$ cat src/rtl/mat_partial_accum.sv
// Accumulates groups of N partial products into result elements C[i][j] and
// emits them row-major over a valid/ready output, with framing checks on s_last.
//
// state | meaning
// ------+--------------------------------------------------------------
// EMPTY | no result element held, m_valid=0
// FULL  | result element held in m_data/m_last, m_valid=1 until taken
module mat_partial_accum #(
    parameter int N     = 2,
    parameter int IN_W  = 8,
    parameter int OUT_W = 16
) (
    input  logic             i_clk,
    input  logic             i_rst,
    input  logic             i_clk_e,
    input  logic [IN_W-1:0]  s_data,
    input  logic             s_valid,
    input  logic             s_last,
    output logic             s_ready,
    output logic [OUT_W-1:0] m_data,
    output logic             m_valid,
    output logic             m_last,
    input  logic             m_ready,
    output logic             o_err
);
    localparam int KW = (N > 1) ? $clog2(N) : 1;
    localparam int EW = $clog2(N * N);
    localparam logic [KW-1:0] K_LAST = KW'(N - 1);
    localparam logic [EW-1:0] E_LAST = EW'(N * N - 1);

    typedef enum logic {
        EMPTY = 1'b0,
        FULL  = 1'b1
    } state_t;

    state_t           state_q, state_d;
    logic [KW-1:0]    k_q, k_d;
    logic [EW-1:0]    e_q, e_d;
    logic [OUT_W-1:0] acc_q, acc_d;
    logic [OUT_W-1:0] data_q, data_d;
    logic             last_q, last_d;
    logic             err_q, err_d;

    logic             in_xfer;
    logic             out_xfer;
    logic             close;
    logic [OUT_W-1:0] ext;
    logic [OUT_W-1:0] sum;

    assign m_valid = (state_q == FULL);
    assign s_ready = !m_valid || m_ready;
    assign m_data  = data_q;
    assign m_last  = last_q;
    assign o_err   = err_q;

    always_comb begin
        in_xfer  = i_clk_e && s_valid && s_ready;
        out_xfer = i_clk_e && m_valid && m_ready;
        ext      = OUT_W'(s_data);
        // k=0 starts a fresh element, so the stale accumulator is ignored
        sum      = (k_q == '0) ? ext : acc_q + ext;
        close    = in_xfer && ((k_q == K_LAST) || s_last);

        state_d = state_q;
        k_d     = k_q;
        e_d     = e_q;
        acc_d   = acc_q;
        data_d  = data_q;
        last_d  = last_q;
        err_d   = err_q;

        if (in_xfer) begin
            if (close) begin
                data_d = sum;
                last_d = (e_q == E_LAST) || s_last;
                k_d    = '0;
                e_d    = (s_last || (e_q == E_LAST)) ? '0 : e_q + 1'b1;
            end else begin
                acc_d = sum;
                k_d   = k_q + 1'b1;
            end
            if (s_last && ((k_q != K_LAST) || (e_q != E_LAST)))
                err_d = 1'b1;
            if (close && !s_last && (k_q == K_LAST) && (e_q == E_LAST))
                err_d = 1'b1;
        end

        case (state_q)
            EMPTY: if (close) state_d = FULL;
            FULL: begin
                if (close)         state_d = FULL;
                else if (out_xfer) state_d = EMPTY;
            end
            default: state_d = EMPTY;
        endcase
    end

    always_ff @(posedge i_clk) begin
        if (i_rst) begin
            state_q <= EMPTY;
            k_q     <= '0;
            e_q     <= '0;
            acc_q   <= '0;
            data_q  <= '0;
            last_q  <= 1'b0;
            err_q   <= 1'b0;
        end else if (i_clk_e) begin
            state_q <= state_d;
            k_q     <= k_d;
            e_q     <= e_d;
            acc_q   <= acc_d;
            data_q  <= data_d;
            last_q  <= last_d;
            err_q   <= err_d;
        end
    end
endmodule

$ cat config.mk
export PLATFORM = sky130hd
export DESIGN_NAME = mat_partial_accum
export DESIGN_NICKNAME = d
export VERILOG_FILES = /design/src/rtl/mat_partial_accum.sv
export SDC_FILE = /design/constraint.sdc
export NUM_CORES = 1
export LEC_CHECK = 0
export ABC_AREA = 1
export BUFFER_PORTS_ARGS = -buffer_cell sky130_fd_sc_hd__buf_4
export CAP_MARGIN = 20
export CORE_MARGIN = 2
export CORE_UTILIZATION = 51
export DETAILED_ROUTE_END_ITERATION = 8
export PLACE_DENSITY = 0.75
export SYNTH_ARGS = -nofsm -noshare
export SYNTH_HDL_FRONTEND = slang
export SYNTH_SLANG_ARGS = --single-unit
$ cat constraint.sdc
create_clock -name i_clk -period 1.5 [get_ports i_clk]
set_clock_uncertainty 0.05 [all_clocks]
set_input_delay 0.3 -clock i_clk [delete_from_list [all_inputs] [get_ports i_clk]]
set_output_delay 0.3 -clock i_clk [all_outputs]
set_load 0.03 [all_outputs]
==> out/results.tsv <==
stage	metric	value	unit
status	status	finished with violations	
status	failing checks	setup timing	
power	sequential fraction of design power	0.471	
final_layout	Layout fillers	308	
power	combinational power share	0.207	
placement	IO buf count	33	
final_layout	Final Net Count	417	
run	max cap viols	0	
synth	Syn Area/Cell	6.63	µm²
critical_path	slowest cell delay on critical path	0.38	ns
global_route	pin count of the biggest net entering global routing	16	
clock_tree	Skew-Pair Late Insertion Delay	0.30	ns
power	Leak	1.50	nW
power	Pwr Density	734	nW/µm²
synth	register area share after synthesis	0.343	
critical_path	worst reg2reg path depth	7	
global_route	initial antenna violation count	0	
critical_path	critical path type	reg -> reg	
synth	Syn Inst Count	335	
final_layout	most frequent cells in the layout	88 x nand2_1, 54 x buf_4, 45 x inv_1	
sta	relative slew slack	0.774	
floorplan	Die X	70.0	µm
global_route	GRT Residual Overflow	0	
floorplan	area of the die	4900	µm²
critical_path	Worst R2R Start	acc_q[0]	
clock_tree	H-tree levels	2	
critical_path	CP required	1.66	ns
power	Clk network pwr share	0.322	
sta	Worst Max-Slew Pin Slew	0.337	ns
route	final wirelength	5.92	mm
sta	fmax	0.624	GHz
clock_tree	CTS Buf Count	5	
synth	syn nets	359	
power	NetSw	0.644	mW
critical_path	worst path cell trace	ha_4 -> fa_2 -> nand2_2 -> nand2_1 -> o21ai_2 -> o21ai_1 -> a21oi_1	
synth	Post-Syn Area	2220	µm²
final_layout	commonest non-fill, non-tap cell in the layout	nand2_1	
global_route	vias in the first global route	2166	
final_layout	Synth-to-Final Area Change	38.2	%
clock_tree	Root Driver	clkbuf_8	
power	switching power share of the total	0.286	
route	drt wl/cell	13.3	µm
route	drt pass-1 iters	4	
clock_tree	# clock sinks	38	
final_layout	n_diodes	0	
floorplan	Core ar.	4090	µm²
critical_path	Worst Setup EP	acc_q[2]	
critical_path	crit path launch	acc_q[0]	
hold_path	worst hold path class	in -> reg	
clock_tree	clock transition at the registers of the reported paths	0.07	ns
critical_path	type of destination of the critical path	flip-flop	
floorplan	Die Ht	70.0	µm
sta	minimum clock period	1.60	ns
power	Int Power	1.61	mW
sta	endpoints failing setup	9	
placement	pre-CTS setup slack	-0.250	ns
floorplan	initial cell density of the core	0.543	
clock_tree	Longest Clk Path Bufs	2	
power	Peak VDD IR	599	µV
sta	Slew Viols, Final	0	
route	1st-iter DRT viols	160	
global_route	GRT Overall Usage	0.246	
critical_path	Worst Setup Start Kind	flip-flop	
critical_path	R2R Setup Slk	-0.10	ns
critical_path	worst-path maximum fanout	4	
route	Remaining DRCs	0	
synth	#FFs+latches synth	38	
route	Final ANT Viol Nets	0	
sta	post-layout worst setup margin	-0.102	ns
route	vias per cell	5.24	
final_layout	Core Util, Final	0.751	
route	via count	2328	
floorplan	FP Rows	23	
final_layout	layout cell share with drive strength beyond 1	0.343	
global_route	first-pass GRT wire length	9.82	mm
sta	final hold vios	0	
critical_path	CP max-delay cell	fa_2	
placement	HPWL Detailed	4.19	mm
clock_tree	TritonCTS clock tree	yes	
synth	synth warn	0	
critical_path	Data arrival, critical path	1.76	ns
synth	distinct cell type count after synthesis	32	
sta	setup TNS	-0.468	ns
placement	Placer Congestion	0.959	
sta	post-route clock period utilization	1.07	
sta	RSZ-0062 raised after global routing	yes	
floorplan	IO Pins	34	
critical_path	reg2reg end	acc_q[2]	
[final cells by class]
class | count | area [µm²] | share of cell area
Multi-Input combinational cell | 239 | 1490 | 0.485
Clock inverter | 1 | 5.00 | 0.00163
Clock buffer | 7 | 86.3 | 0.0281
Inverter | 51 | 191 | 0.0624
Sequential cell | 38 | 766 | 0.250
Tap cell | 50 | 62.6 | 0.0204
Timing Repair Buffer | 58 | 468 | 0.153
[flip-flops by register name, indices dropped and copies added (netlist names)]
signal,cells
m_last,1
m_data,16
m_valid,1
k_q,1
o_err,1
acc_q,16
e_q,2
[worst max-delay path: cells and delay by family, from the launching register on]
kind,cells,cell delay (ns)
fa+ha+maj,2,0.54
flops,1,0.34
compound gates,3,0.43
simple gates,2,0.16
[synth_stat cells, drive strengths merged]
cell type  number  share of area
a21boi          1         0.0034
a21o            1         0.0034
a21oi          16          0.041
a22o            3          0.012
a31oi           3         0.0085
buf             4          0.016
clkbuf          3         0.0056
clkinv          1         0.0017
dfxtp          38           0.34
fa              1         0.0090
ha              9          0.051
inv            50          0.085
nand2         106           0.18
nand3          49           0.11
nand4          12          0.034
nor2           19          0.036
nor3            1         0.0073
nor3b           1         0.0056
nor4            1         0.0028
o21ai          10          0.024
or2             5          0.014
xor2            1         0.0039
[worst min-delay path by stage]
stage	start	endpoint	cells past startpoint
after floorplan	i_clk_e	m_valid	1
after global placement	m_data[11]	m_data[11]	2
after detailed placement	m_data[9]	m_data[9]	2
after CTS	i_clk_e	m_valid	2
after global routing	i_clk_e	m_valid	2
final	i_clk_e	m_valid	2
[kinds of logic after synthesis]
logic type,synth area share
xor+xnor,0.00395
compound gates,0.0925
simple gates,0.393
buf+inv,0.108
fa+ha+maj,0.0598
flops,0.343
[per-stage QoR]
step           instance area, µm²  hold WS [ns]  instances  total power, mW
6_report                     3070         0.168        444             2.25
5_1_grt                      3070         0.165        444             2.36
4_1_cts                      2920         0.162        443             2.22
3_5_place_dp                 2710         0.390        434             1.47
3_3_place_gp                 2710         0.388        434             1.47
2_1_floorplan                2260         0.358        335             1.32
[metal layers]
| metal | track usage | vias to the layer above | wire length [µm] |
|---|---|---|---|
| met1 | 0.330 | 1061 | 2710 |
| met5 | 0 | - | 0 |
| li1 | - | 1198 | - |
| met4 | 0.0598 | 0 | 91 |
| met3 | 0.0491 | 8 | 316 |
| met2 | 0.405 | 61 | 2800 |
[what timing repair did]
item                                    CTS  global route
endpoints found under the setup margin   15            16
endpoints found under the hold margin     0             0
setup buffers                             1             1
gates resized for setup                  24            37
pin swaps                                 5            11
hold buffers                              0             0
[power by group through the flow]
stage               clock [mW]  combinational [mW]  sequential (mW)
floorplan                    0               0.216             1.11
global placement             0               0.388             1.08
detailed placement           0               0.393             1.08
CTS                      0.736               0.427             1.06
global route             0.782               0.511             1.06
finish                   0.725               0.467             1.06
Note: power is estimated with default switching activity, not from simulation.
